$ cat src/rtl/rf_load_ctrl.sv
// rf_load_ctrl: load/drain sequencer for the systolic-array register file.
// Takes a stream of matrix elements over valid/ready and turns them into RF
// write controls with diagonal skew. It then issues one commit rewrite,
// runs the drain phase that shifts RF contents into the array, and pulses DONE.
//
// Timing: every output is a register. IN_READY and RF_EN are loaded from the
// state being entered, so the handshake lines up with the LOAD state. WRITE,
// REG_SELECT, IDX and DIN show a beat on the edge after it is accepted.
// BUSY, DRAIN_ACTIVE and DONE are loaded from the state being left, so DONE
// shows on the edge that leaves FIN and BUSY is still high alongside it.
module rf_load_ctrl #(
    parameter int DATA_W       = 16,
    parameter int N            = 8,
    parameter int SEL_W        = 4,
    parameter int IDX_W        = 5,
    parameter int DRAIN_CYCLES = 25
) (
    input  logic              CLK,
    input  logic              RST,
    input  logic              START,
    input  logic              IN_VALID,
    output logic              IN_READY,
    input  logic [DATA_W-1:0] IN_DATA,
    output logic              BUSY,
    output logic              DONE,
    output logic              DRAIN_ACTIVE,
    output logic              RF_EN,
    output logic              WRITE,
    output logic [SEL_W-1:0]  REG_SELECT,
    output logic [IDX_W-1:0]  IDX,
    output logic [DATA_W-1:0] DIN
);

    localparam int DRAIN_W = (DRAIN_CYCLES > 1) ? $clog2(DRAIN_CYCLES) : 1;
    localparam logic [SEL_W-1:0]   LAST_REG   = SEL_W'(2 * N - 1);
    localparam logic [SEL_W-1:0]   N_SEL      = SEL_W'(N);
    localparam logic [IDX_W-1:0]   LAST_ELEM  = IDX_W'(N - 1);
    localparam logic [DRAIN_W-1:0] LAST_DRAIN = DRAIN_W'(DRAIN_CYCLES - 1);

    typedef enum logic [2:0] {
        IDLE  = 3'd0,
        LOAD  = 3'd1,
        FLUSH = 3'd2,
        DRAIN = 3'd3,
        FIN   = 3'd4
    } state_t;

    state_t              state, state_d;
    logic [SEL_W-1:0]    reg_cnt, reg_cnt_d;
    logic [IDX_W-1:0]    elem_cnt, elem_cnt_d;
    logic [DRAIN_W-1:0]  drain_cnt, drain_cnt_d;

    logic                in_ready_d, busy_d, done_d, drain_active_d, rf_en_d, write_d;
    logic [SEL_W-1:0]    reg_select_d;
    logic [IDX_W-1:0]    idx_d;
    logic [DATA_W-1:0]   din_d;

    logic [SEL_W-1:0]    reg_lo;
    logic [IDX_W-1:0]    idx_calc;
    logic                accept;
    logic                last_beat;

    // Skew term: registers 0..N-1 (X) and N..2N-1 (W) get the same diagonal offset.
    assign reg_lo    = (reg_cnt >= N_SEL) ? (reg_cnt - N_SEL) : reg_cnt;
    assign idx_calc  = elem_cnt + IDX_W'(reg_lo) + IDX_W'(1);
    assign accept    = (state == LOAD) && IN_VALID && IN_READY;
    assign last_beat = (reg_cnt == LAST_REG) && (elem_cnt == LAST_ELEM);

    // Next-state, counter and next-output decode.
    always_comb begin
        state_d        = state;
        reg_cnt_d      = reg_cnt;
        elem_cnt_d     = elem_cnt;
        drain_cnt_d    = drain_cnt;
        in_ready_d     = 1'b0;
        rf_en_d        = 1'b0;
        write_d        = 1'b0;
        reg_select_d   = REG_SELECT;
        idx_d          = IDX;
        din_d          = DIN;
        busy_d         = (state != IDLE);
        done_d         = 1'b0;
        drain_active_d = 1'b0;

        case (state)
            IDLE: begin
                if (START) begin
                    state_d     = LOAD;
                    in_ready_d  = 1'b1;
                    rf_en_d     = 1'b1;
                    reg_cnt_d   = '0;
                    elem_cnt_d  = '0;
                    drain_cnt_d = '0;
                end
            end
            LOAD: begin
                in_ready_d = 1'b1;
                rf_en_d    = 1'b1;
                if (accept) begin
                    write_d      = 1'b1;
                    reg_select_d = reg_cnt;
                    idx_d        = idx_calc;
                    din_d        = IN_DATA;
                    if (last_beat) begin
                        state_d    = FLUSH;
                        in_ready_d = 1'b0;
                    end else if (elem_cnt == LAST_ELEM) begin
                        elem_cnt_d = '0;
                        reg_cnt_d  = reg_cnt + SEL_W'(1);
                    end else begin
                        elem_cnt_d = elem_cnt + IDX_W'(1);
                    end
                end
            end
            FLUSH: begin
                write_d     = 1'b1;
                rf_en_d     = 1'b1;
                drain_cnt_d = '0;
                state_d     = DRAIN;
            end
            DRAIN: begin
                rf_en_d        = 1'b1;
                drain_active_d = 1'b1;
                if (drain_cnt == LAST_DRAIN) begin
                    state_d = FIN;
                end else begin
                    drain_cnt_d = drain_cnt + DRAIN_W'(1);
                end
            end
            FIN: begin
                done_d  = 1'b1;
                state_d = IDLE;
            end
            default: begin
                state_d = IDLE;
            end
        endcase
    end

    // State, counters and all outputs; reset abandons any job in progress.
    always_ff @(posedge CLK) begin
        if (RST) begin
            state        <= IDLE;
            reg_cnt      <= '0;
            elem_cnt     <= '0;
            drain_cnt    <= '0;
            IN_READY     <= 1'b0;
            BUSY         <= 1'b0;
            DONE         <= 1'b0;
            DRAIN_ACTIVE <= 1'b0;
            RF_EN        <= 1'b0;
            WRITE        <= 1'b0;
            REG_SELECT   <= '0;
            IDX          <= '0;
            DIN          <= '0;
        end else begin
            state        <= state_d;
            reg_cnt      <= reg_cnt_d;
            elem_cnt     <= elem_cnt_d;
            drain_cnt    <= drain_cnt_d;
            IN_READY     <= in_ready_d;
            BUSY         <= busy_d;
            DONE         <= done_d;
            DRAIN_ACTIVE <= drain_active_d;
            RF_EN        <= rf_en_d;
            WRITE        <= write_d;
            REG_SELECT   <= reg_select_d;
            IDX          <= idx_d;
            DIN          <= din_d;
        end
    end

endmodule

$ cat config.mk
export PLATFORM = sky130hd
export DESIGN_NAME = rf_load_ctrl
export DESIGN_NICKNAME = d
export VERILOG_FILES = /design/src/rtl/rf_load_ctrl.sv
export SDC_FILE = /design/constraint.sdc
export NUM_CORES = 1
export LEC_CHECK = 0
export CAP_MARGIN = 20
export CORE_UTILIZATION = 53
export CTS_CLUSTER_DIAMETER = 60
export CTS_CLUSTER_SIZE = 20
export DETAILED_ROUTE_END_ITERATION = 10
export PLACE_DENSITY = 0.84
export SLEW_MARGIN = 40
export SYNTH_ARGS = -nofsm -noshare
export SYNTH_HDL_FRONTEND = slang
export SYNTH_SLANG_ARGS = --single-unit
$ cat constraint.sdc
create_clock -name CLK -period 3.14 [get_ports CLK]
set_clock_uncertainty 0.1 [all_clocks]
set_input_delay 0.471 -clock CLK [delete_from_list [all_inputs] [get_ports CLK]]
set_output_delay 0.471 -clock CLK [all_outputs]
set_load 0.02 [all_outputs]
==> run summary <==
Number of synthesized flops with an enable pin: 0
Period Utilization, post-route: 66.9%
Yosys cell types: 55
Critical path arrival: 2200 ps
Register area share after synthesis: 43.5%
Antenna-violating nets left: 0
Lkg Pwr: 1.01 nW
Core Rows: 23
Die height: 66.6 um
Routed len/inst: 14.0 um
Initial antenna violation count: 0
Core area: 4000 um2
Post-CTS sizing: 0
Post-layout net count: 339
WS Path Type: flop to flop
CTS tree: yes
Pin count of the biggest net entering global routing: 33
HP Class: flop to flop
Diode count: 0
CTS H-tree depth: 2
Routed vias: 1994
Slew HR: 56.6%
Cts bufs inserted: 5
Startpoint types: flop
Hold buffer count at CTS: 0
Layout cells sized above 1: 5.81%
Worst skew pair latency: 310 ps
Syn-to-layout area delta: 29.8%
WL final: 5040 um
Via count of the first global-routing pass: 1741
Router iterations before antenna repair: 6
Clk sinks: 48
First-pass GRT wire length: 8070 um
Hold slack: 359 ps
Die area: 4430 um2
Max_cap viols: 0
Syn Std Cell Area: 2210 um2
Fin. Hold Viols: 0
GP Congestion: 0.858
Crit path time final: 2100 ps
Clock-pin slew on the worst setup and hold paths: 90 ps
Peak VDD IR: 0.000510 V
Most common cell after layout, fill and taps aside: clkdlybuf4s50_1
Cells after synthesis: 263
Final HPWL DP: 3380 um
Final setup violation count: 0
All-Layer GR Usage: 24.1%
Status: finished clean
Worst Setup SP: reg_cnt[0]
Number of port buffers: 50
Total gr overflow: 0
Fmax: 0.476 GHz
Multi-input logic area: 1140 um2
Root Driver: clkbuf_8
IO Count: 51
Slew Limit Fails: 0
Drt via density: 5.54
Final setup TNS: 0 ps
Die Width: 66.6 um
Flip-flop and latch area: 961 um2
FILL cells: 311
Synth warnings: 0
Worst setup EP type: flop
Crit-path max FO: 4
Unrepaired setup endpoints after global routing: no
Syn_area_per_cell: 8.40 um2
DR DRC count: 0
Commonest cells after routing, fill and taps aside: clkdlybuf4s50_1, dfxtp_1, nand2_1
Synthesized flop and latch total: 48
Post-CTS setup buffer count: 0
Initial DRC count: 111
P per Cell Area: 455 nW/um2
Top_reg_cell synth: dfxtp_1
Critical Path RT: 3240 ps
HP Start: DIN[9]
Clock Tree Buf Depth: 2
Initial Util: 55.2%
Net Count, Synth: 293
R2R Path Start: reg_cnt[0]
Asr flop ratio synth: 0%
Slew @ Worst Pin: 650 ps
[worst paths after layout]
| check | end | slack (ps) | cells after the start |
|---|---|---|---|
| max | IDX[4] | 1040 | 7 |
| min | DIN[9] | 360 | 2 |
| max reg2reg | IDX[4] | 1040 | 7 |
| min reg2reg | DIN[9] | 360 | 2 |
[cells by family (layout without fill, tap and decap cells)]
| logic type | Yosys count | after routing | synth area share [%] |
|---|---|---|---|
| DFF | 48 | 48 | 43.5 |
| and+or+nand+nor | 112 | 112 | 25.4 |
| buffers and inverters | 26 | 73 | 5.10 |
| xor gates and xnor gates | 4 | 4 | 1.59 |
| other | 1 | 1 | 0.170 |
| adders and majority gates | 10 | 10 | 6.00 |
| AOI/OAI and AO/OA | 59 | 59 | 16.8 |
| muxes | 3 | 3 | 1.47 |
[critical path: stages, from the launching register on]
cell	delay (ps)
dfxtp_1	400
inv_1	110
ha_1	240
fa_1	400
nor2b_1	120
o21ai_0	110
a2111o_1	420
o311ai_0	100
[layer usage]
metal  track usage [%]  up-vias  routed length [um]
li1                  -     1010                   -
met1              30.3      923                2240
met2              39.5       55                2510
met3              5.99        6                 242
met4              8.78        0                  53
met5                 0        -                   0
[through the flow]
stage               power [mW]  cell area (um2)  instances  util, %  setup WS, ps
global placement         0.775             2730        352     68.3           909
global route              1.35             2870        360     71.7           915
floorplan                0.719             2210        263        -          1240
finish                    1.31             2870        360     71.7          1040
CTS                       1.31             2870        360     71.7          1040
detailed placement       0.777             2730        352     68.3           834
[area by class of cell]
| class | instances | area share, % |
|---|---|---|
| repair buffers | 54 | 18.5 |
| flip-flops and latches | 48 | 33.5 |
| clock inverters | 3 | 2.40 |
| well taps | 50 | 2.18 |
| clock buffers | 5 | 2.40 |
| multi-input cells | 189 | 39.6 |
| inverters | 11 | 1.44 |
[synth_stat cells, types with 2 or more instances]
| library cell | instances | share of area [%] |
|---|---|---|
| a21o_1 | 2 | 0.68 |
| nand2b_1 | 2 | 0.57 |
| o31ai_1 | 6 | 2.0 |
| o21a_1 | 2 | 0.68 |
| nand3b_1 | 3 | 1.0 |
| nor2b_1 | 3 | 0.85 |
| o2111ai_1 | 2 | 0.79 |
| a21oi_1 | 25 | 5.7 |
| o22ai_1 | 2 | 0.57 |
| clkbuf_1 | 9 | 1.5 |
| nor2_1 | 17 | 2.9 |
| nor4_1 | 3 | 0.85 |
| a31oi_1 | 3 | 0.85 |
| or4b_1 | 2 | 0.91 |
| nor3b_1 | 2 | 0.68 |
| dfxtp_1 | 48 | 43 |
| a211oi_1 | 2 | 0.68 |
| and3_1 | 4 | 1.1 |
| mux2_2 | 2 | 1.0 |
| o211ai_1 | 2 | 0.68 |
| nand3_1 | 5 | 1.1 |
| nor3_1 | 10 | 2.3 |
| o21ai_0 | 5 | 1.1 |
| buf_2 | 3 | 0.68 |
| xor2_1 | 3 | 1.2 |
| nand2_1 | 48 | 8.2 |
| ha_1 | 9 | 5.1 |
| and2_1 | 2 | 0.57 |
| inv_1 | 11 | 1.9 |
[state kept, by name (all words and copies together) (netlist names)]
signal,cells
DRAIN_ACTIVE,1
RF_EN,1
reg_cnt,4
DONE,1
DIN,16
BUSY,1
REG_SELECT,4
elem_cnt,5
WRITE,1
IDX,5
state,3
IN_READY,1
drain_cnt,5
[report_power, final]
part           internal (mW)  switching, mW
combinational         0.0633         0.0653
sequential             0.621         0.0156
clock                  0.321          0.220
total                   1.00          0.301
(Power assumes the default switching activity.)
